`config.mk`:
```
export PLATFORM = sky130hd
export DESIGN_NAME = fp16_lane_serializer
export DESIGN_NICKNAME = d
export VERILOG_FILES = /design/src/rtl/fp16_pkg.sv /design/src/rtl/fp16_lane_serializer.sv
export SDC_FILE = /design/constraint.sdc
export NUM_CORES = 1
export LEC_CHECK = 0
export ABC_AREA = 1
export CAP_MARGIN = 10
export CORE_ASPECT_RATIO = 1.75
export CORE_MARGIN = 2
export CORE_UTILIZATION = 29
export CTS_CLUSTER_DIAMETER = 100
export DETAILED_ROUTE_END_ITERATION = 6
export SLEW_MARGIN = 20
export SYNTH_ARGS = -nofsm -noshare
export SYNTH_HDL_FRONTEND = slang
export SYNTH_SLANG_ARGS = --single-unit
```
`constraint.sdc`:
```
create_clock -name clk -period 2.95 [get_ports clk]
set_input_delay 0.7375 -clock clk [delete_from_list [all_inputs] [get_ports clk]]
set_output_delay 0.7375 -clock clk [all_outputs]
set_load 0.02 [all_outputs]
```
`src/rtl/fp16_pkg.sv`:
```
// Purpose : shared fp16 field constants, NaN classifier and serializer FSM state type.
// Latency : n/a (package).
// Backpressure: n/a (package).
package fp16_pkg;

    // fp16 layout: [15] sign, [14:10] exponent, [9:0] fraction
    localparam int FP16_EXP_MSB = 14;
    localparam int FP16_EXP_LSB = 10;
    localparam int FP16_FRAC_W  = 10;
    localparam logic [FP16_EXP_MSB-FP16_EXP_LSB:0] FP16_EXP_MAX = 5'h1F;

    typedef enum logic {
        IDLE  = 1'b0,
        SHIFT = 1'b1
    } ser_state_t;

    // All-ones exponent with a non-zero fraction is NaN; zero fraction is +/-Inf.
    function automatic logic fp16_is_nan(input logic [15:0] v);
        return (v[FP16_EXP_MSB:FP16_EXP_LSB] == FP16_EXP_MAX) &&
               (v[FP16_FRAC_W-1:0] != '0);
    endfunction

endpackage

```
`src/rtl/fp16_lane_serializer.sv`:
```
// Purpose : serialize LANES-wide fp16 words into one registered element per cycle for the running-max unit.
// Latency : handshake at cycle t -> lane 0 on outputs at t+1, lane k at t+1+k; seq_done one cycle after the last lane.
// Backpressure: in_ready only in IDLE or while the final lane of a word is on the outputs (zero-bubble chaining).
//
// Ports:
//   clk, rst_n            clock, asynchronous active-low reset
//   seq_start             synchronous abort: drop pending lanes, index := 0, back to IDLE
//   in_valid/in_ready     word handshake; in_data (lane i at [i*16 +: 16]), in_mask, in_last
//   update                one element valid this cycle; out_value / out_index describe it
//   seq_done              one-cycle pulse when the downstream max is final for the sequence
//
// Optional feature: define FP16_NAN_SKIP_EN to suppress update for NaN lanes (index still consumed).
module fp16_lane_serializer
    import fp16_pkg::*;
#(
    parameter int LANES       = 8,
    parameter int INDEX_WIDTH = 16,
    parameter int DATA_WIDTH  = 16
) (
    input  logic                        clk,
    input  logic                        rst_n,
    input  logic                        seq_start,
    input  logic                        in_valid,
    output logic                        in_ready,
    input  logic [LANES*DATA_WIDTH-1:0] in_data,
    input  logic [LANES-1:0]            in_mask,
    input  logic                        in_last,
    output logic                        update,
    output logic [DATA_WIDTH-1:0]       out_value,
    output logic [INDEX_WIDTH-1:0]      out_index,
    output logic                        seq_done
);

    localparam int LANE_W = $clog2(LANES);
    localparam logic [LANE_W-1:0] LANE_LAST = LANE_W'(LANES - 1);

    ser_state_t                  state_q, state_d;
    logic [LANES*DATA_WIDTH-1:0] data_q, data_d;
    logic [LANES-1:0]            mask_q, mask_d;
    logic                        last_q, last_d;
    // lane_cnt_q is the lane currently presented on the output registers
    logic [LANE_W-1:0]           lane_cnt_q, lane_cnt_d;
    // idx_cnt_q is the index the next emitted lane will carry
    logic [INDEX_WIDTH-1:0]      idx_cnt_q, idx_cnt_d;
    logic                        update_q, update_d;
    logic [DATA_WIDTH-1:0]       out_value_q, out_value_d;
    logic [INDEX_WIDTH-1:0]      out_index_q, out_index_d;
    logic                        seq_done_q, seq_done_d;

    logic                        at_last;
    logic                        seq_end;
    logic                        hs;
    logic [INDEX_WIDTH-1:0]      idx_base;

    logic                        emit_en;
    logic [LANE_W-1:0]           emit_lane;
    logic [LANES*DATA_WIDTH-1:0] emit_word;
    logic [LANES-1:0]            emit_mask;
    logic [DATA_WIDTH-1:0]       elem;
    logic                        nan_drop;

    assign at_last  = (state_q == SHIFT) && (lane_cnt_q == LANE_LAST);
    assign in_ready = !seq_start && ((state_q == IDLE) || at_last);
    assign hs       = in_valid && in_ready;

    // Final lane of a last word is on the outputs: whatever is emitted next
    // belongs to a fresh sequence and must start at index 0.
    assign seq_end  = at_last && last_q;
    assign idx_base = seq_end ? '0 : idx_cnt_q;

    always_comb begin
        state_d     = state_q;
        data_d      = data_q;
        mask_d      = mask_q;
        last_d      = last_q;
        lane_cnt_d  = lane_cnt_q;
        idx_cnt_d   = idx_cnt_q;
        update_d    = 1'b0;
        out_value_d = out_value_q;
        out_index_d = out_index_q;
        seq_done_d  = 1'b0;
        emit_en     = 1'b0;
        emit_lane   = '0;
        emit_word   = data_q;
        emit_mask   = mask_q;
        elem        = '0;
        nan_drop    = 1'b0;

        if (seq_start) begin
            state_d   = IDLE;
            idx_cnt_d = '0;
        end else begin
            case (state_q)
                IDLE: begin
                    if (hs) begin
                        state_d    = SHIFT;
                        data_d     = in_data;
                        mask_d     = in_mask;
                        last_d     = in_last;
                        lane_cnt_d = '0;
                        emit_en    = 1'b1;
                        emit_word  = in_data;
                        emit_mask  = in_mask;
                    end
                end
                SHIFT: begin
                    seq_done_d = seq_end;
                    if (!at_last) begin
                        lane_cnt_d = lane_cnt_q + 1'b1;
                        emit_en    = 1'b1;
                        emit_lane  = lane_cnt_q + 1'b1;
                    end else if (hs) begin
                        data_d     = in_data;
                        mask_d     = in_mask;
                        last_d     = in_last;
                        lane_cnt_d = '0;
                        emit_en    = 1'b1;
                        emit_word  = in_data;
                        emit_mask  = in_mask;
                    end else begin
                        state_d   = IDLE;
                        idx_cnt_d = idx_base;
                    end
                end
                default: begin
                    state_d = IDLE;
                end
            endcase
        end

        if (emit_en) begin
            elem = emit_word[int'(emit_lane)*DATA_WIDTH +: DATA_WIDTH];
`ifdef FP16_NAN_SKIP_EN
            nan_drop = fp16_is_nan(elem);
`else
            nan_drop = 1'b0;
`endif
            // Masked/NaN lanes still show their contents and consume an index.
            out_value_d = elem;
            out_index_d = idx_base;
            idx_cnt_d   = idx_base + 1'b1;
            update_d    = emit_mask[emit_lane] && !nan_drop;
        end
    end

    always_ff @(posedge clk or negedge rst_n) begin
        if (!rst_n) begin
            state_q     <= IDLE;
            data_q      <= '0;
            mask_q      <= '0;
            last_q      <= 1'b0;
            lane_cnt_q  <= '0;
            idx_cnt_q   <= '0;
            update_q    <= 1'b0;
            out_value_q <= '0;
            out_index_q <= '0;
            seq_done_q  <= 1'b0;
        end else begin
            state_q     <= state_d;
            data_q      <= data_d;
            mask_q      <= mask_d;
            last_q      <= last_d;
            lane_cnt_q  <= lane_cnt_d;
            idx_cnt_q   <= idx_cnt_d;
            update_q    <= update_d;
            out_value_q <= out_value_d;
            out_index_q <= out_index_d;
            seq_done_q  <= seq_done_d;
        end
    end

    assign update    = update_q;
    assign out_value = out_value_q;
    assign out_index = out_index_q;
    assign seq_done  = seq_done_q;

endmodule
```
Yosys cells after proc, flatten, opt, wreduce, memory -nomap -nowiden
Cells that the tools add are included.
- input port bits: 141
- output and inout bits: 35
- logic and storage cells: 61
- flip-flop bits (word level): 191
- mux-type cells: 32
- eq/ne operators: 3
- add/sub/neg operators: 2
- shift operators: 1
- magnitude comparators: 1
- bitwise logic cells: 2
- reduce and logical (&&, ||, !) cells: 10
- operator list (cell ; count):
    128-bit 2-to-1 mux ; 3
    128-bit case mux with 2 select lines ; 1
    128-bit by 8-bit variable part select with 16-bit output ; 1
    16-bit 2-to-1 mux ; 6
    8-bit 2-to-1 mux ; 3
    16-bit by 1-bit adder with 16-bit output (second input constant) ; 1
    8-bit case mux with 2 select lines ; 1
    3-bit 2-to-1 mux ; 5
    1-bit 2-to-1 mux ; 9
    3-bit case mux with 2 select lines ; 1
    3-bit nonzero test ; 2
    1-bit logical AND ; 4
    3-bit by 4-bit < comparator with 1-bit output (second input constant) ; 1
    1-bit case mux with 2 select lines ; 2
    3-bit by 1-bit adder with 3-bit output (second input constant) ; 1
    1-bit binary-select mux with 3-bit select ; 1
    3-bit equality test (second input constant) ; 1
    3-bit inequality test (second input constant) ; 1
    3-bit AND reduction ; 1
    2-bit by 1-bit inequality test with 1-bit output (second input constant) ; 1
    1-bit NOT ; 2
    2-bit AND reduction ; 1
    1-bit zero test ; 1
    1-bit logical OR ; 1

Longest topological paths before layout
Gate-level depths: netlist (run 1).
- word-level depth: 12
- mapped depth: 14
- depth with buffers taken out: 13

Worst setup path before layout (run 1)
No wires, ideal clock.
- kind: register to register
- start point: reg lane_cnt_q[0]
- end point: reg idx_cnt_q[10]
- setup slack: 0.803 ns
- data required time: 2.833 ns
- cell stages (with the launch flop): 15
- buffers on the path: 1
- setup time: 0.117 ns
- period minus slack after synthesis: 2.147 ns
- arrival time: 2.030 ns
- path through: dfrtp_1 -> ha_1 -> ha_1 -> nand3_2 -> buf_4 -> nand2_1 -> inv_1 -> ha_1 -> nand3_1 -> inv_1 -> nand2_1 -> o21ai_0 -> nand2_1 -> nand2_1 -> nand2_1
- elaborated cells between the ends (all ways): 21
- those cells by class: add/sub (1); eq/ne (2); mux (10); reduce/logical (8)
- RTL lines (item ; line ; source):
    from (decl) ; fp16_lane_serializer.sv:42 ; logic [LANE_W-1:0] lane_cnt_q, lane_cnt_d;
    from (signal assigned) ; fp16_lane_serializer.sv:163 ; lane_cnt_q <= lane_cnt_d;
    3-bit equality test ; fp16_lane_serializer.sv:62 ; assign at_last = (state_q == SHIFT) && (lane_cnt_q == LANE_LAST);
    1-bit logical AND ; fp16_lane_serializer.sv:62 ;
    1-bit logical AND ; fp16_lane_serializer.sv:68 ; assign seq_end = at_last && last_q;
    16-bit 2-to-1 mux ; fp16_lane_serializer.sv:69 ; assign idx_base = seq_end ? '0 : idx_cnt_q;
    net idx_base[1] ; fp16_lane_serializer.sv:53 ; logic [INDEX_WIDTH-1:0] idx_base;
    16-bit by 1-bit adder with 16-bit output ; fp16_lane_serializer.sv:141 ; idx_cnt_d = idx_base + 1'b1;
    16-bit 2-to-1 mux ; fp16_lane_serializer.sv:131 ; if (emit_en) begin
    to (signal assigned) ; fp16_lane_serializer.sv:164 ; idx_cnt_q <= idx_cnt_d;
    to (decl) ; fp16_lane_serializer.sv:44 ; logic [INDEX_WIDTH-1:0] idx_cnt_q, idx_cnt_d;
The timed path passes the listed nets, and every way through them passes these cells. The select of a mux whose other input is x is not followed.
A chain may end at the register's enable or synchronous reset.

Worst setup path after layout (run 1)
- start point: reg lane_cnt_q[0]
- end point: out in_ready
- longest elaborated chain between the ends: 4
- RTL lines (item ; line ; source):
    3-bit equality test ; fp16_lane_serializer.sv:62 ;
    1-bit logical AND ; fp16_lane_serializer.sv:62 ;
    1-bit logical OR ; fp16_lane_serializer.sv:63 ; assign in_ready = !seq_start && ((state_q == IDLE) || at_last);
    1-bit logical AND ; fp16_lane_serializer.sv:63 ;
    to (decl) ; fp16_lane_serializer.sv:24 ; output logic in_ready,
Every way passes these cells.

==> results of run 1 <==
[cells in the final DEF, fill, tap and decap left out, drive strengths merged]
cell / n
nor3: 3
bufinv: 2
clkbuf: 21
dlygate4sd2: 1
o21ai: 25
inv: 29
xor2: 5
nand3: 278
mux2: 1
nand4: 136
and2: 1
ha: 3
clkdlybuf4s50: 172
o21bai: 1
dfrtp: 191
clkinvlp: 1
clkinv: 8
nor2: 30
o31ai: 1
buf: 38
diode: 1
nand2: 390
[power by group through the flow]
stage | registers, mW | logic (mW) | clock network [mW]
finish | 3.13 | 1.59 | 2.38
detailed placement | 3.18 | 1.60 | 0
CTS | 3.13 | 1.60 | 2.43
floorplan | 3.21 | 0.812 | 0
global route | 3.17 | 1.77 | 2.51
global placement | 3.17 | 1.57 | 0
[how the worst min path moves through the flow]
stage,end,cells past startpoint,from
detailed placement,data_q[116],2,data_q[116]
floorplan,data_q[0],0,rst_n
finish,data_q[81],1,rst_n
global route,data_q[48],1,rst_n
CTS,data_q[81],1,rst_n
global placement,data_q[14],2,data_q[14]
[registers in the layout, indices dropped and copies added (netlist names)]
name	flops
out_value	16
update	1
lane_cnt_q	3
seq_done	1
out_index	16
last_q	1
idx_cnt_q	16
mask_q	8
state_q	1
data_q	128
[Yosys cell counts, types with 4 or more instances]
library cell and number:
nand2_1 388, nand3_1 276, dfrtp_1 191, nand4_1 136, buf_2 44, nor2_1 24
buf_4 23, inv_1 23, clkbuf_1 21, o21ai_0 19, o21ai_1 6, xor2_1 5
buf_1 4
[cells by family after synthesis]
kind of cell | count (synthesis)
AND/OR/NAND/NOR | 838
XOR/XNOR | 5
adder cells (fa/ha/maj) | 3
multiplexers | 1
AO/OA/AOI/OAI | 27
flip-flops | 191
buffers and inverters | 120
[stage by stage]
step / area (µm²) / total power, mW / hold slack, ns
final: 12360 / 7.100 / 0.2440
after global placement: 11760 / 4.746 / 0.4471
after global routing: 12360 / 7.451 / 0.2564
after CTS: 12360 / 7.165 / 0.2381
after floorplan: 9508 / 4.026 / 0.4367
after detailed placement: 11760 / 4.777 / 0.4532
[per-layer routing]
layer  vias to the layer above  global-route usage (%)  part of all wire (%)
met5                         -                       0                 0.054
met4                         4                   9.588                   4.2
met3                        63                   4.835                   6.4
met2                       292                   34.58                    51
met1                      4306                   22.35                    38
li1                       4341                       -                     -
[cell type report]
class | instances | share of cell area (%)
antenna | 1 | 0.02024
clock buffer | 20 | 3.775
clock inverter | 12 | 1.083
inverter | 28 | 0.8703
multi-input combinational | 874 | 33.52
sequential | 191 | 38.66
tap | 400 | 4.048
timing repair buffer | 212 | 18.03
[critical path: stages, from the launching register on]
cell and delay (ns):
dfrtp_1 0.43, ha_1 0.23, ha_1 0.24, nor2_2 0.18, nor2_2 0.08, dlygate4sd2_1 0.33
==> results.yml, run 1 <==
finish:
  syn_to_final_growth_pct: 30.04
  register_area_um2: 4780
  n_fill_cell: 3335
  nets: 1468
  fin_cells: 1738
  multiInputGateArea_um2: 4144
  utilization_pct: 38.37
  drive_gt1_share_pct: 6.582
synth:
  synth_area_um2: 9508
  synth_top_family_by_area: "simple AND/OR/NAND/NOR gates"
  postSynthCellCount: 1185
  synth_area_leader_cell: "dfrtp_1"
  synth-edff-count: 0
  synth.net_count: 1329
  synth_top_area_share_pct: 50.27
  ys_seq_elements: 191
  synth_area_leaders: "dfrtp_1 (50%), nand2_1 (15%), nand3_1 (15%)"
  ys_warn_count: 0
  synth_cell_types: 28
  ys.flop_type: "dfrtp_1"
  synth-compound-area-share_pct: 1.474
  synthAdderAreaFrac_pct: 0.3948
  async_reset_ff_share_pct: 100.0
  synth_mux_area_share_pct: 0.1184
  synth-xor-area-share_pct: 0.4606
  syn_area_per_cell_um2: 8.024
  synth-seq-area-share_pct: 50.27
  synthSimpleGateAreaFrac_pct: 41.03
floorplan:
  start_util_pct: 29.51
  row_count: 87
  die_width_um: 140.9
  io_pins: 176
  core-area_um2: 32220
  die_y_um: 243.5
  die_area_um2: 34310
grt:
  overflow: 0
  grt_pass1_wl_um: 52130
  grt_max_degree: 66
  grt_pass1_vias: 9005
  grt_use_total_pct: 19.76
  antenna_found_initial: 4
critical_path:
  cp_max_fo: 3
  required_ns: 2.21
  ff2ff_setup_slack_ns: 0.35
  critPathArrivalTime_ns: 1.94
  end_kind: "primary output"
  cp-start-kind: "flip-flop"
  cp-startpoint: "lane_cnt_q[0]"
  r2r_start: "lane_cnt_q[0]"
  r2r_cells: 13
  crit_type: "flip-flop to primary output"
  rr_endpoint: "idx_cnt_q[14]"
  crit_end: "in_ready"
power:
  p_per_area_nw_per_um2: 574.3
  sw_frac_of_total_pct: 30.22
  sequentialPowerShare_pct: 44.1
  power.switching_mw: 2.146
  p_leak_nw: 5.974
  intPower_mw: 4.954
  clkPwrFrac_pct: 33.6
  pwr-share-comb_pct: 22.3
  peakVddDrop_v: 0.0004516
clocking:
  clk_pin_slew_ns: 0.07
  hold_buffers: 0
  insertion_delay_ns: 0.45
  cts.root.buffer_cell: "clkbuf_16"
  cts_max_path_buffers: 2
  cts_tree: "done"
  cts_buffers: 17
  h-tree-depth: 4
  cts_setup_buffers: 0
  cts_resized: 1
  cts.sinks: 191
timing:
  relSlewSlack_pct: 70.64
  timing.fmax_ghz: 0.3729
  rsz0062_at_grt: "no"
  worst_slack_ns: 0.2682
  drv_slew: 0
  setup_viol: 0
  post-route-period-util_pct: 90.91
  fin_setup_tns_ns: 0
  tightest_slew_ns: 0.4403
  layout_min_cycle_time_ns: 2.682
  skew_ns: 0.01165
  hold_viol: 0
outcome:
  status: "completed"
drt:
  drc: 0
  routed_via_density: 5.182
  num_vias: 9006
  first_iter_violations: 839
  first_pass_iters: 5
  routed_wl_um: 33530
  drtAntennaViolNets: 0
  wl_per_cell_um: 19.29
placement:
  place.gp.congestion: 0.8432
  dp_hpwl_um: 23950
  place_ws_ns: 0.1112
  dp_cells: 1705
  io_buffer_count: 175
min_path:
  min-delay-path-class: "primary input to async pin"
run:
  maxCapViolCount: 0
No activity file was read; power rests on OpenSTA's default activity.
==> run 2: changes to the inputs <==
Settings changed: ABC_AREA 1 to 0.
==> results.yml, run 2 <==
outcome:
  status: "completed"
critical_path:
  critPathArrivalTime_ns: 2.14
  required_ns: 2.21
  rr_endpoint: "out_value[11]"
  cp-start-kind: "primary input"
  r2r_start: "lane_cnt_q[0]"
  path_cells: "clkdlybuf4s50_1 > buf_4 > nor2_1 > clkdlybuf4s50_1"
  crit_top_cell: "clkdlybuf4s50_1"
  crit_slowest_cell: "clkdlybuf4s50_1"
  cp-startpoint: "seq_start"
  cp_max_fo: 4
  cp_slowest_stage_delay_ns: 0.61
  path_delay_family: "buffers and inverters"
  crit_type: "primary input to primary output"
  timing.critical_path.buf_inv: 3
  crit_end: "in_ready"
  ff2ff_setup_slack_ns: 0.23
  cp.depth: 4
  end_kind: "primary output"
  r2r_cells: 10
grt:
  overflow: 0
  grt_use_total_pct: 16.57
  grt_pass1_wl_um: 40330
  grt_max_degree: 63
  grt_pass1_vias: 7227
  antenna_found_initial: 4
finish:
  nets: 1234
  final_common_cell: "nand2_1"
  largest_register_ff_count: 128
  regMostFlops: "data_q"
  mostFrequentLayoutCells: "nand2_1 (295), dfrtp_1 (190), clkdlybuf4s50_1 (174), mux2_2 (91), buf_4 (54)"
  fin_cells: 1494
  drive_gt1_share_pct: 19.04
  syn_to_final_growth_pct: 36.80
power:
  p_per_area_nw_per_um2: 614.2
  sequentialPowerShare_pct: 43.1
  clkPwrFrac_pct: 34.8
  intPower_mw: 5.406
  peakVddDrop_v: 0.0004316
  power.switching_mw: 2.027
  pwr-share-comb_pct: 22.1
  finalPower_mw: 7.433
  sw_frac_of_total_pct: 27.27
  p_leak_nw: 5.322
synth:
  synth_top_area_share_pct: 54.03
  synth_cell_types: 43
  syn_area_per_cell_um2: 9.973
  synth.net_count: 1031
  synth_common_cells: "nand2_1 (295), dfrtp_1 (191), mux2_2 (91)"
  synth-seq-area-share_pct: 54.03
  synth-edff-count: 0
  synth_most_common_cell: "nand2_1"
  ys_seq_elements: 191
  synth_area_leaders: "dfrtp_1 (54%), nand2_1 (13%), mux2_2 (12%)"
  ys.flop_type: "dfrtp_1"
  ys_warn_count: 0
  async_reset_ff_share_pct: 100.0
  synth_area_leader_cell: "dfrtp_1"
  postSynthCellCount: 887
  synth_area_um2: 8846
timing:
  fin_setup_tns_ns: 0
  layout_min_cycle_time_ns: 2.882
  drv_slew: 0
  whs_ns: 0.2332
  setup_viol: 0
  hold_viol: 0
  worst_slack_ns: 0.06842
  relSlewSlack_pct: 63.98
  timing.fmax_ghz: 0.3470
  post-route-period-util_pct: 97.68
  rsz0062_at_grt: "no"
  tightest_slew_ns: 0.5383
  skew_ns: 0.01068
clocking:
  cts_buffers: 17
  cts_tree: "done"
  cts.sinks: 191
  cts_max_path_buffers: 2
  cts_setup_buffers: 0
  hold_buffers: 0
  insertion_delay_ns: 0.45
  clk_pin_slew_ns: 0.07
  h-tree-depth: 4
  cts.root.buffer_cell: "clkbuf_16"
run:
  maxCapViolCount: 0
drt:
  drtAntennaViolNets: 0
  drc: 0
  wl_per_cell_um: 17.19
  routed_via_density: 4.753
  first_iter_violations: 402
  routed_wl_um: 25680
  first_pass_iters: 4
  num_vias: 7101
floorplan:
  die_area_um2: 31970
  core-area_um2: 30060
  row_count: 84
  start_util_pct: 29.43
  io_pins: 176
  die_width_um: 136.0
  die_y_um: 235.0
placement:
  dp_hpwl_um: 19090
  io_buffer_count: 175
  place.gp.congestion: 0.8146
  dp_cells: 1458
  place_ws_ns: -0.1847
min_path:
  min-delay-path-class: "primary input to async pin"
## run 2: changes by cell type after synthesis, moves of 18 or more
cell / change
buf_2: -19
nand3_1: -236
nand2_1: -93
mux2_2: +90
o22ai_1: +27
buf_4: -18
nand4_1: -132
## run 2: cells by family (layout without fill, tap and decap cells)
family | count (synthesis) | in the layout | share of synthesized area, %
flip-flops | 191 | 191 | 54.03
adder cells (fa/ha/maj) | 3 | 3 | 0.4244
XOR/XNOR | 6 | 6 | 0.5942
AO/OA/AOI/OAI | 105 | 105 | 7.963
AND/OR/NAND/NOR | 422 | 422 | 20.24
multiplexers | 99 | 99 | 13.34
buffers and inverters | 61 | 277 | 3.409
other | 0 | 4 | 0
## run 2: worst register-to-register path: cells and delay by family (launching register included)
kind,cells,cell delay (ns)
AND/OR/NAND/NOR,4,0.68
multiplexers,2,0.62
flip-flops,1,0.45
adder cells (fa/ha/maj),2,0.44
buffers and inverters,2,0.41
## run 2: stage by stage
step	utilization (%)	cell area, µm²
4_1_cts	40.22	12090
6_report	40.26	12100
5_1_grt	40.26	12100
3_3_place_gp	38.02	11430
3_5_place_dp	38.02	11430
2_1_floorplan	-	8846
## run 2: per-layer routing
metal	track usage (%)	share of wire [%]	wire length (µm)	vias up
met1	20.34	42	10870	3470
met2	28.37	51	13090	171
met3	2.632	3.8	978	32
li1	-	-	-	3428
met5	0	0	0	-
met4	7.134	2.9	747	0
## run 2: worst min-delay path by stage
stage | startpoint | endpoint | slack (ns) | depth (start not counted)
after floorplan | rst_n | data_q[0] | 0.44 | 0
after global placement | data_q[114] | data_q[114] | 0.45 | 2
after detailed placement | data_q[63] | data_q[63] | 0.46 | 2
after CTS | rst_n | data_q[125] | 0.23 | 1
after global routing | rst_n | data_q[25] | 0.24 | 1
final | rst_n | data_q[125] | 0.23 | 1
## run 2: power groups by stage
stage / sequential [mW] / clock [mW] / combinational, mW
6_report: 3.20 / 2.58 / 1.64
5_1_grt: 3.25 / 2.76 / 1.81
4_1_cts: 3.21 / 2.66 / 1.67
3_5_place_dp: 3.26 / 0 / 1.66
3_3_place_gp: 3.24 / 0 / 1.64
2_1_floorplan: 3.29 / 0 / 0.861
## run 2: layout make-up
type                       count  area, µm²
multi-input combinational    635       3790
fill                        2993      17960
inverter                       6      22.52
timing repair buffer         239       2361
tap                          387      484.2
clock buffer                  17      425.4
clock inverter                15      227.7
sequential                   191       4781
antenna                        4      10.01
## run 2: timing repair
action,in CTS,in global routing
resized for setup,3,1
pin swaps,0,0
endpoints found under the setup margin,1,1
==> variant, RTL diff (settings of run 1) <==
The option `FP16_NAN_SKIP_EN` is turned on by a define.
--- a/src/rtl/fp16_lane_serializer.sv
+++ b/src/rtl/fp16_lane_serializer.sv
@@ -10,6 +10,8 @@
 //   seq_done              one-cycle pulse when the downstream max is final for the sequence
 //
 // Optional feature: define FP16_NAN_SKIP_EN to suppress update for NaN lanes (index still consumed).
+`define FP16_NAN_SKIP_EN
+
 module fp16_lane_serializer
     import fp16_pkg::*;
 #(
Function: not settled (the Yosys comparison gave no result); the edit may change what the design does.
==> variant against run 1 <==
  * Global-route usage down 1.1 points
  * Synthesized area decreased by 3.8%
  * Count of clock-buffer cells in the layout grew 2
  * Wire length is 9.2% lower
  * Die area down 3.7%
  * Sequential cell count stayed put
  * Power grew 3.2%
  * Setup slack got worse by 0.067 ns
  * First-iteration DRC count decreased by 35%
  * Final area up 4.0%
  * Critical endpoint is now idx_cnt_q[14]
  * Largest power group unchanged
  * Highest routed layer is now met4
==> variant: results (changes against run 1) <==
Post-Synth XOR/XNOR Area 0.766% (was 0.461%); Synth Area in Adders 0.410% (was 0.395%); syn nets 1303 (was 1329); Synth Area in Compound Gates 5.80% (was 1.47%); metal3 WL 1.19 mm (was 2.14 mm); share of the yosys chip area belonging to registers 52.3% (was 50.3%); Max FO, Critical Path 4 (was 3); WP data arrival 3.09 ns (was 1.94 ns); clock skew 0.00771 ns (was 0.0116 ns); worst slack at placement -0.144 ns (was 0.111 ns); Pleak 0.00633 uW (was 0.00597 uW); Inst Count DP 1780 (was 1705); wire length of the first global-routing pass 47.5 mm (was 52.1 mm); Synth Instances 1159 (was 1185); nets@finish 1547 (was 1468); Synth top cells by count 450 x nand2_1, 206 x nand3_1, 191 x dfrtp_1 (was 388 x nand2_1, 276 x nand3_1, 191 x dfrtp_1); DRT iter0 DRCs 548 (was 839); top sig layer met4 (was met5); fill cell total of the finished layout 3142 (was 3335); flop-to-flop setup slack 0.20 ns (was 0.35 ns); mux cell area share after synthesis 0% (was 0.118%); WL/cell 16.8 um (was 19.3 um); Most flops, register data_q (unchanged); met1 WL 12.0 mm (was 12.7 mm); vias in the first global route 8810 (was 9005); outcome complete, no violations (unchanged); Reg2Reg Depth 15 (was 13); Synthesis Warnings 0 (unchanged); met1 GRT Util 21.3% (was 22.4%); metal2 WL 15.8 mm (was 17.3 mm); largest net degree at the start of global routing 86 (was 66); gpl congestion 0.873 (was 0.843); synth top area cells dfrtp_1 52%, nand2_1 18%, nand3_1 11%, nand4_1 3.5%, o21ai_0 2.6% (was dfrtp_1 50%, nand2_1 15%, nand3_1 15%, nand4_1 8.9%, buf_2 2.3%); share of cells above drive strength 1 11.9% (was 6.58%); final wirelength 30.4 mm (was 33.5 mm); Worst path top cell family by delay simple AND/OR/NAND/NOR gates (was adder cells); All-Layer GR Usage 18.7% (was 19.8%); CP max stage delay 0.42 ns; synth unique cells 30 (was 28); initial antenna violation count 2 (was 4); Final Worst Setup Slack 0.201 ns (was 0.268 ns); peak supply drop 0.420 mV (was 0.452 mV); hpwl dp 23.1 mm (was 23.9 mm); via count 8720 (was 9006); GR met3 Demand/Resource 2.98% (was 4.83%)
-- variant: changes by cell type after synthesis, moves of 15 or more --
cell	run 1	this run
o21ai_0	19	47
nand4_1	136	51
nand3_1	276	206
buf_4	23	1
inv_1	23	41
o211ai_1	0	15
nand2_1	388	450
-- variant: timing repair --
action                                  CTS  global route
endpoints found under the setup margin    1             1
resized for setup                         1             1
pin swaps                                 0             0
hold buffers                              0             0
-- variant: where the power goes --
group / total [uW] / switching, uW / leakage, uW / internal [uW]
registers: 3130 / 143 / 0.00242 / 2990
logic: 1790 / 963 / 0.00361 / 831
clock network: 2400 / 1010 / 0.000300 / 1400
-- variant: how the worst max path moves through the flow --
stage,from,to,cells after the start
after global placement,seq_start,update,14
after global routing,lane_cnt_q[0],idx_cnt_q[14],15
after CTS,lane_cnt_q[0],idx_cnt_q[14],15
after detailed placement,seq_start,update,14
after floorplan,lane_cnt_q[0],idx_cnt_q[14],17
final,lane_cnt_q[0],idx_cnt_q[14],15
-- variant: per-stage QoR --
step | utilization (%) | hold WS [ns] | cell area, um2
after detailed placement | 39.1 | 0.453 | 12200
after floorplan | - | 0.437 | 9150
final | 41.1 | 0.162 | 12900
after global routing | 41.1 | 0.152 | 12900
after global placement | 39.1 | 0.448 | 12200
after CTS | 41.0 | 0.137 | 12800
-- variant: area by class of cell --
type	instances	area, um2	area share [%]
antenna	1	2.50	0.0195
clock buffer	22	474	3.69
clock inverter	10	135	1.05
inverter	45	169	1.31
multi-input combinational	849	3900	30.3
sequential	191	4780	37.2
tap	396	495	3.85
timing repair buffer	299	2910	22.6
